<file path="src/rtl/axi_lite_cmd_master.sv">
// axi_lite_cmd_master: single-outstanding AXI4-Lite master driven by a cmd/rsp handshake.
// Latency: command accept to rsp_valid is 3 edges (4 cycles) with a zero-wait slave.
// Backpressure: cmd_ready only in IDLE; rsp held until rsp_ready. AXI_MASTER_TIMEOUT_EN adds a wait timeout.
module axi_lite_cmd_master #(
  parameter int unsigned ADDR_WIDTH     = 32,
  parameter int unsigned DATA_WIDTH     = 32,
  parameter int unsigned TIMEOUT_CYCLES = 256
) (
  input  logic                  ACLK,
  input  logic                  ARESET,
  // command side
  input  logic                  cmd_valid,
  output logic                  cmd_ready,
  input  logic                  cmd_write,
  input  logic [ADDR_WIDTH-1:0] cmd_addr,
  input  logic [DATA_WIDTH-1:0] cmd_wdata,
  input  logic [3:0]            cmd_wstrb,
  // response side
  output logic                  rsp_valid,
  input  logic                  rsp_ready,
  output logic [DATA_WIDTH-1:0] rsp_rdata,
  output logic [1:0]            rsp_resp,
  // AXI4-Lite write address / data / response
  output logic [ADDR_WIDTH-1:0] AWADDR,
  output logic                  AWVALID,
  input  logic                  AWREADY,
  output logic [DATA_WIDTH-1:0] WDATA,
  output logic [3:0]            WSTRB,
  output logic                  WVALID,
  input  logic                  WREADY,
  input  logic [1:0]            BRESP,
  input  logic                  BVALID,
  output logic                  BREADY,
  // AXI4-Lite read address / data
  output logic [ADDR_WIDTH-1:0] ARADDR,
  output logic                  ARVALID,
  input  logic                  ARREADY,
  input  logic [DATA_WIDTH-1:0] RDATA,
  input  logic [1:0]            RRESP,
  input  logic                  RVALID,
  output logic                  RREADY
);

  typedef enum logic [2:0] {
    IDLE    = 3'd0,
    WR      = 3'd1,
    WR_RESP = 3'd2,
    RD_ADDR = 3'd3,
    RD_DATA = 3'd4,
    RESP    = 3'd5
  } state_t;

  // A timeout value of zero would make the wait counter meaningless.
  if (TIMEOUT_CYCLES == 0) begin : g_tmo_degenerate
  end

  state_t                state_q, state_d;
  logic                  cmd_ready_q, cmd_ready_d;
  logic                  awvalid_q, awvalid_d;
  logic                  wvalid_q, wvalid_d;
  logic                  bready_q, bready_d;
  logic                  arvalid_q, arvalid_d;
  logic                  rready_q, rready_d;
  logic                  rsp_valid_q, rsp_valid_d;
  logic [DATA_WIDTH-1:0] rsp_rdata_q, rsp_rdata_d;
  logic [1:0]            rsp_resp_q, rsp_resp_d;
  logic [ADDR_WIDTH-1:0] awaddr_q, awaddr_d;
  logic [ADDR_WIDTH-1:0] araddr_q, araddr_d;
  logic [DATA_WIDTH-1:0] wdata_q, wdata_d;
  logic [3:0]            wstrb_q, wstrb_d;

`ifdef AXI_MASTER_TIMEOUT_EN
  localparam logic [15:0] TMO_LAST = 16'(TIMEOUT_CYCLES - 1);
  logic [15:0]           wait_cnt_q, wait_cnt_d;
  logic                  waiting;
`endif

  // Next-state and registered-output computation for the transaction FSM.
  always_comb begin
    state_d     = state_q;
    cmd_ready_d = cmd_ready_q;
    awvalid_d   = awvalid_q;
    wvalid_d    = wvalid_q;
    bready_d    = bready_q;
    arvalid_d   = arvalid_q;
    rready_d    = rready_q;
    rsp_valid_d = rsp_valid_q;
    rsp_rdata_d = rsp_rdata_q;
    rsp_resp_d  = rsp_resp_q;
    awaddr_d    = awaddr_q;
    araddr_d    = araddr_q;
    wdata_d     = wdata_q;
    wstrb_d     = wstrb_q;

    case (state_q)
      IDLE: begin
        // cmd_ready_q is still 0 in the cycle right after reset, so no accept there.
        cmd_ready_d = 1'b1;
        if (cmd_valid && cmd_ready_q) begin
          cmd_ready_d = 1'b0;
          if (cmd_write) begin
            awaddr_d  = cmd_addr;
            wdata_d   = cmd_wdata;
            wstrb_d   = cmd_wstrb;
            awvalid_d = 1'b1;
            wvalid_d  = 1'b1;
            state_d   = WR;
          end else begin
            araddr_d  = cmd_addr;
            arvalid_d = 1'b1;
            state_d   = RD_ADDR;
          end
        end
      end

      WR: begin
        // AW and W retire independently; a channel whose valid is already low is done.
        if (awvalid_q && AWREADY) awvalid_d = 1'b0;
        if (wvalid_q && WREADY)   wvalid_d  = 1'b0;
        if ((!awvalid_q || AWREADY) && (!wvalid_q || WREADY)) begin
          bready_d = 1'b1;
          state_d  = WR_RESP;
        end
      end

      WR_RESP: begin
        if (bready_q && BVALID) begin
          bready_d    = 1'b0;
          rsp_resp_d  = BRESP;
          rsp_rdata_d = '0;
          rsp_valid_d = 1'b1;
          state_d     = RESP;
        end
      end

      RD_ADDR: begin
        if (arvalid_q && ARREADY) begin
          arvalid_d = 1'b0;
          rready_d  = 1'b1;
          state_d   = RD_DATA;
        end
      end

      RD_DATA: begin
        if (rready_q && RVALID) begin
          rready_d    = 1'b0;
          rsp_rdata_d = RDATA;
          rsp_resp_d  = RRESP;
          rsp_valid_d = 1'b1;
          state_d     = RESP;
        end
      end

      RESP: begin
        if (rsp_valid_q && rsp_ready) begin
          rsp_valid_d = 1'b0;
          cmd_ready_d = 1'b1;
          state_d     = IDLE;
        end
      end

      default: begin
        state_d     = IDLE;
        cmd_ready_d = 1'b0;
        awvalid_d   = 1'b0;
        wvalid_d    = 1'b0;
        bready_d    = 1'b0;
        arvalid_d   = 1'b0;
        rready_d    = 1'b0;
        rsp_valid_d = 1'b0;
      end
    endcase

`ifdef AXI_MASTER_TIMEOUT_EN
    // Debug escape hatch: abandon a stalled handshake and report resp 11.
    // Forward progress in the same cycle wins over the timeout.
    waiting    = (state_q == WR) || (state_q == WR_RESP) ||
                 (state_q == RD_ADDR) || (state_q == RD_DATA);
    wait_cnt_d = '0;
    if (waiting && (state_d == state_q)) begin
      wait_cnt_d = 16'(wait_cnt_q + 16'd1);
      if (wait_cnt_q == TMO_LAST) begin
        awvalid_d   = 1'b0;
        wvalid_d    = 1'b0;
        bready_d    = 1'b0;
        arvalid_d   = 1'b0;
        rready_d    = 1'b0;
        rsp_valid_d = 1'b1;
        rsp_resp_d  = 2'b11;
        rsp_rdata_d = '0;
        state_d     = RESP;
        wait_cnt_d  = '0;
      end
    end
`endif
  end

  // State and output registers; reset aborts any transaction in flight.
  always_ff @(posedge ACLK) begin
    if (ARESET) begin
      state_q     <= IDLE;
      cmd_ready_q <= 1'b0;
      awvalid_q   <= 1'b0;
      wvalid_q    <= 1'b0;
      bready_q    <= 1'b0;
      arvalid_q   <= 1'b0;
      rready_q    <= 1'b0;
      rsp_valid_q <= 1'b0;
      rsp_rdata_q <= '0;
      rsp_resp_q  <= '0;
      awaddr_q    <= '0;
      araddr_q    <= '0;
      wdata_q     <= '0;
      wstrb_q     <= '0;
    end else begin
      state_q     <= state_d;
      cmd_ready_q <= cmd_ready_d;
      awvalid_q   <= awvalid_d;
      wvalid_q    <= wvalid_d;
      bready_q    <= bready_d;
      arvalid_q   <= arvalid_d;
      rready_q    <= rready_d;
      rsp_valid_q <= rsp_valid_d;
      rsp_rdata_q <= rsp_rdata_d;
      rsp_resp_q  <= rsp_resp_d;
      awaddr_q    <= awaddr_d;
      araddr_q    <= araddr_d;
      wdata_q     <= wdata_d;
      wstrb_q     <= wstrb_d;
    end
  end

`ifdef AXI_MASTER_TIMEOUT_EN
  // Handshake wait counter.
  always_ff @(posedge ACLK) begin
    if (ARESET) wait_cnt_q <= '0;
    else        wait_cnt_q <= wait_cnt_d;
  end
`endif

  assign cmd_ready = cmd_ready_q;
  assign rsp_valid = rsp_valid_q;
  assign rsp_rdata = rsp_rdata_q;
  assign rsp_resp  = rsp_resp_q;
  assign AWADDR    = awaddr_q;
  assign AWVALID   = awvalid_q;
  assign WDATA     = wdata_q;
  assign WSTRB     = wstrb_q;
  assign WVALID    = wvalid_q;
  assign BREADY    = bready_q;
  assign ARADDR    = araddr_q;
  assign ARVALID   = arvalid_q;
  assign RREADY    = rready_q;

endmodule

</file>
<file path="config.mk">
export PLATFORM = sky130hd
export DESIGN_NAME = axi_lite_cmd_master
export DESIGN_NICKNAME = d
export VERILOG_FILES = /design/src/rtl/axi_lite_cmd_master.sv
export SDC_FILE = /design/constraint.sdc
export NUM_CORES = 1
export LEC_CHECK = 0
export ABC_AREA = 1
export CORE_AREA = 10 10 129 131
export CTS_BUF_LIST = sky130_fd_sc_hd__clkbuf_8
export CTS_CLUSTER_SIZE = 28
export DETAILED_ROUTE_END_ITERATION = 8
export DIE_AREA = 0 0 139 141
export DONT_BUFFER_PORTS = 1
export PLACE_DENSITY = 0.58
export SYNTH_ARGS = -nofsm -noshare
export SYNTH_HDL_FRONTEND = slang
export SYNTH_SLANG_ARGS = --single-unit
</file>
<file path="constraint.sdc">
create_clock -name ACLK -period 1.35 [get_ports ACLK]
set_input_delay 0.27 -clock ACLK [delete_from_list [all_inputs] [get_ports ACLK]]
set_output_delay 0.27 -clock ACLK [all_outputs]
set_load 0.02 [all_outputs]
</file>
==> out/results.ini, run 1 <==
[detailed_routing]
drt_pass1_iterations=5
drt_iter0_drc=318
avgViaCountPerCell=5.084
num_vias=5298
wirelength_um=18970
avgRoutedWirePerCell_um=18.21
drtAntennaViolNets=0
drc_errors=0

[synthesis]
ys_warn_count=0
yosysSeqAreaShare_pct=53.69
synth.avg_cell_area_um2=7.594
synth_area_mm2=0.005369
postSynthCellCount=707
synth_cell_types=21
ys_seq_elements=144
syn_nets=823

[timing]
fin_ws_ns=-0.09606
finalCriticalPeriod_ns=1.446
hold_viol_final=0
slew_violations=0
slew_headroom_pct=76.90
finalClockSkew_ns=0.01440
period_share_pct=107.1
holdWs_ns=0.1010
rsz0062_at_grt=true
setup_viol=121
fin_tns_setup_ns=-3.601
tightest_slew_ns=0.3461
fmax_mhz=691.5

[pwr]
total_power_mw=13.46
p_leak_nw=3.178
ir_drop_v=0.0006858
power_density_mw_per_mm2=1770

[placed_design]
dp_hpwl_um=12350
dp.cells=892
dpl_cell_area_mm2=0.005791
portBuffers=0
routabilityCongestion=0.8909
dp_slack_ns=-0.1198

[floorplan]
core-area_mm2=0.01420
die_y_um=141
io_pins=255
die-width_um=139
start_util_pct=37.80
rows=44
die-area_mm2=0.01960

[critical_path]
worst_setup_path_end_kind=register
cp_slowest_cell=dfxtp_2
critical_path.top_delay_family=simple AND/OR/NAND/NOR gates
worstPathRequired_ns=1.73
cp_num_buf_inv=2
crit_chain=nor2_4, nand3_2, nor2_4, buf_4, buf_12, o21ai_0, nor2_1
start_kind=register
crit_path_frequent_cell=nor2_4
worstPathArrival_ns=1.82
crit_type=register to register
crit_path_max_fanout=32
crit_path_max_incr_delay_ns=0.36

[final_layout]
area_growth_pct=41.67
fillers=1215
fin_cells=1042
nets=959
final_util_pct=53.55
drive_above_1_share_pct=16.59
final_cell_area_mm2=0.007606

[global_route]
grt_antenna_before_repair=2
grt_overflow=0
grt_use_total_pct=17.93
grt_pass1_vias=5284
grt_first_pass_wirelength_um=28480
grt_max_degree=58

[clock_tree]
cts_max_level=4
clk_path_buf_depth=2
clock_latency_ns=0.44
numCtsBuffers=17
clkTransAtPathRegs_ns=0.09
tritoncts=yes
root_buffer=clkbuf_8
cts.sinks=144

[worst_hold_path]
hold_class=input pin to register

[flow_run]
maxCapViolCount=0

[status]
violations=negative setup slack
status=complete, but fails checks

-- flip-flops by register name, indices dropped and copies added (netlist names), 2 cells and up --
register	cells
state_q	3
rsp_resp	2
ARADDR	32
WDATA	32
WSTRB	4
AWADDR	32
rsp_rdata	32
-- power breakdown --
| group | internal (mW) | switching [mW] |
|---|---|---|
| clock | 1.94 | 1.69 |
| combinational | 1.81 | 2.15 |
| sequential | 4.83 | 1.04 |
| total | 8.58 | 4.89 |
-- cell families (layout without fill, tap and decap cells) --
kind of cell	after synthesis	count (layout)	synth area share (%)
AND/OR/NAND/NOR	354	354	26.01
AO/OA/AOI/OAI	146	146	13.63
flip-flops	144	144	53.69
buffers and inverters	61	210	6.199
adder cells (fa/ha/maj)	2	2	0.4660
other	0	2	0
-- final cells by class --
type | instances | area, um2 | area share (%)
sequential | 144 | 2889 | 37.98
multi-input combinational | 502 | 2315 | 30.43
timing repair buffer | 159 | 1664 | 21.88
clock buffer | 19 | 261.5 | 3.438
tap | 184 | 230.2 | 3.027
clock inverter | 13 | 160.2 | 2.106
inverter | 19 | 81.33 | 1.069
antenna | 2 | 5.005 | 0.06580
-- path summary, 6_finish.rpt --
path	startpoint	to	slack (ns)	cells after the start
setup / recovery	state_q[1]	AWADDR[28]	-0.1	7
hold reg to reg	rsp_rdata[23]	rsp_rdata[23]	0.57	2
hold / removal	ARESET	rsp_rdata[12]	0.10	2
setup reg to reg	state_q[1]	AWADDR[28]	-0.1	7
-- metal layers --
metal  routed length [um]  up-vias  track usage (%)
met5                    0        -                0
met1                 6966     2458            18.70
met3                 2089       37            8.767
li1                     -     2531                -
met2                 9499      272            30.28
met4                  416        0            7.414
-- timing repair --
action                                 CTS  global route
cloned                                   2             3
endpoints found under the hold margin  138             0
setup buffers                            4             4
setup endpoints to repair              141           144
hold buffers                           103             0
pin swaps                               15            11
gates resized for setup                 36            39
-- worst register-to-register path, cell delays in order, from the launching register on --
cell	delay [ns]
dfxtp_2	0.36
nor2_4	0.15
nand3_2	0.14
nor2_4	0.18
buf_4	0.15
buf_12	0.15
o21ai_0	0.13
nor2_1	0.14
-- synthesized netlist by cell type --
library cell    n  area share, %
nor2_1        224             16
dfxtp_1       144             54
nand2_1       108            7.6
o21ai_0        81            7.6
a21oi_1        39            3.6
o21ai_1        25            2.3
clkbuf_1       19            1.3
inv_1          13           0.91
nand3_1        11            1.0
buf_6          10            2.1
buf_2           8           0.75
inv_2           6           0.42
buf_4           5           0.70
nand3_2         3           0.56
nor2_4          3           0.63
ha_1            2           0.47
nand2_2         2           0.23
a31oi_1         1           0.12
nand3b_1        1           0.14
nand4_1         1           0.12
nor3_1          1          0.093
-- cells in the final DEF (no fill, tap or decap), drive strengths merged, types with 4 or more instances in the layout --
master	netlist	routed
a21oi	39	39
buf	23	55
clkbuf	19	21
clkinv	0	4
dfxtp	144	144
dlygate4sd3	0	102
inv	19	25
nand2	110	110
nand3	14	14
nor2	227	227
o21ai	106	106
Note: power is estimated with default switching activity, not from simulation.
==> run 2: changes to the inputs <==
HOLD_SLACK_MARGIN = 0.06   (was unset)
==> out/results.ini, run 2 (synthesis gave the netlist of run 1 again) <==
[clock_tree]
clock_latency_ns=0.44
cts_max_level=4
clkTransAtPathRegs_ns=0.08
tritoncts=yes
cts.sinks=144
numCtsBuffers=17
clk_path_buf_depth=2
root_buffer=clkbuf_8

[timing]
setup_viol=128
tightest_slew_ns=0.3511
finalClockSkew_ns=0.01119
fin_ws_ns=-0.09438
finalCriticalPeriod_ns=1.444
holdWs_ns=0.1189
rsz0062_at_grt=true
period_share_pct=107.0
hold_viol_final=0
slew_headroom_pct=76.56
slew_violations=0
fmax_mhz=692.3

[critical_path]
crit_path_max_fanout=32
start_kind=register
worst_setup_path_end_kind=register
r2r-end=AWADDR[28]
worstPathRequired_ns=1.73
worst-r2r-cell-count=7
crit_type=register to register
r2r_setup_slack_ns=-0.09
reg2reg_from=state_q[1]
worstPathArrival_ns=1.82

[detailed_routing]
drt_pass1_iterations=7
drc_errors=0
num_vias=5279
avgViaCountPerCell=5.061
drtAntennaViolNets=0
wirelength_um=18910
avgRoutedWirePerCell_um=18.13
drt_iter0_drc=340

[pwr]
p_leak_nw=3.187
total_power_mw=13.51
power_density_mw_per_mm2=1771
ir_drop_v=0.0006858

[final_layout]
final_util_pct=53.69
fin_cells=1043
final_cell_area_mm2=0.007626
final_common_cell=nor2_1
nets=960
area_growth_pct=42.04
final_cell_mix=nor2_1, dfxtp_1, nand2_1
drive_above_1_share_pct=16.45

[worst_hold_path]
min-delay-start=BRESP[0]
min_to=rsp_resp[0]
hold_class=input pin to register
hold-path-cell-count=4

[global_route]
grt_pass1_vias=5289
grt_use_total_pct=17.91
grt_max_degree=58
grt_overflow=0
grt_antenna_before_repair=2
grt_first_pass_wirelength_um=28460

[floorplan]
die_y_um=141
die-area_mm2=0.01960
io_pins=255
core-area_mm2=0.01420
die-width_um=139
start_util_pct=37.80
rows=44

[placed_design]
dp_hpwl_um=12350
dp.cells=892
portBuffers=0
routabilityCongestion=0.8909
dpl_cell_area_mm2=0.005791

[status]
status=complete, but fails checks
violations=negative setup slack

[flow_run]
maxCapViolCount=0

## run 2: cell count changes in the layout (fill, tap and decap cells not counted)
cell | previous run | this run
dlygate4sd3_1 | 102 | 103
nand2_2 | 4 | 3
o21ai_0 | 65 | 66
a21oi_2 | 9 | 8
nand2_8 | 0 | 1
o21ai_1 | 39 | 38
a21oi_1 | 30 | 31
## run 2: how the worst max path moves through the flow
| stage | start | to | slack, ns | depth (start not counted) |
|---|---|---|---|---|
| 4_1_cts | state_q[0] | ARADDR[6] | -0.06 | 8 |
| 3_5_place_dp | state_q[0] | AWADDR[15] | -0.12 | 7 |
| 5_1_grt | state_q[0] | AWADDR[25] | -0.19 | 7 |
| 6_report | state_q[1] | AWADDR[28] | -0.09 | 7 |
| 2_1_floorplan | state_q[0] | WDATA[15] | -0.02 | 8 |
| 3_3_place_gp | state_q[0] | AWADDR[15] | -0.09 | 7 |
## run 2: final cells by class
type                       instances  area (um2)
multi-input combinational        502        2325
timing repair buffer             160        1674
tap                              184       230.2
fill                            1214        6578
inverter                          19       81.33
clock inverter                    13       160.2
clock buffer                      19       261.5
sequential                       144        2889
antenna                            2       5.005
## run 2: report_power, final
group | internal [mW] | switching [mW]
sequential | 4.83 | 1.04
clock | 1.94 | 1.69
combinational | 1.83 | 2.18
## run 2: stage by stage
| step | worst slack (ns) | TNS (ns) |
|---|---|---|
| global placement | -0.09496 | -2.173 |
| floorplan | -0.01699 | -0.3123 |
| CTS | -0.05825 | -2.607 |
| global route | -0.1915 | -18.84 |
| detailed placement | -0.1198 | -6.272 |
| finish | -0.09438 | -4.272 |
## run 2: what timing repair did
item                                    4_1_cts  5_1_grt
pin swaps                                    15       11
hold buffers                                104        0
hold endpoints to repair                    138        0
endpoints found under the setup margin      141      144
resized for setup                            36       39
buffers inserted                              4        4
cloned                                        2        3
## run 2: routing by layer
metal | vias up | GRT usage, % | wire, um
li1 | 2535 | - | -
met1 | 2440 | 18.61 | 6898
met2 | 269 | 30.33 | 9474
met3 | 35 | 8.767 | 2091
met4 | 0 | 7.414 | 444
met5 | - | 0 | 0
## run 2: critical path, cell delays in order, from the launching register on
cell	delay, ns
dfxtp_2	0.36
nor2_4	0.15
nand3_2	0.14
nor2_4	0.18
buf_4	0.15
buf_12	0.15
o21ai_0	0.12
nor2_1	0.14
==> run 3: changes to the inputs <==
ABC_CLOCK_PERIOD_IN_PS = 1350   (was unset)
CTS_CLUSTER_DIAMETER = 50   (was unset)
==> results of run 3 <==
Same layout as run 2: the final DEF is identical, and so are final timing and power.
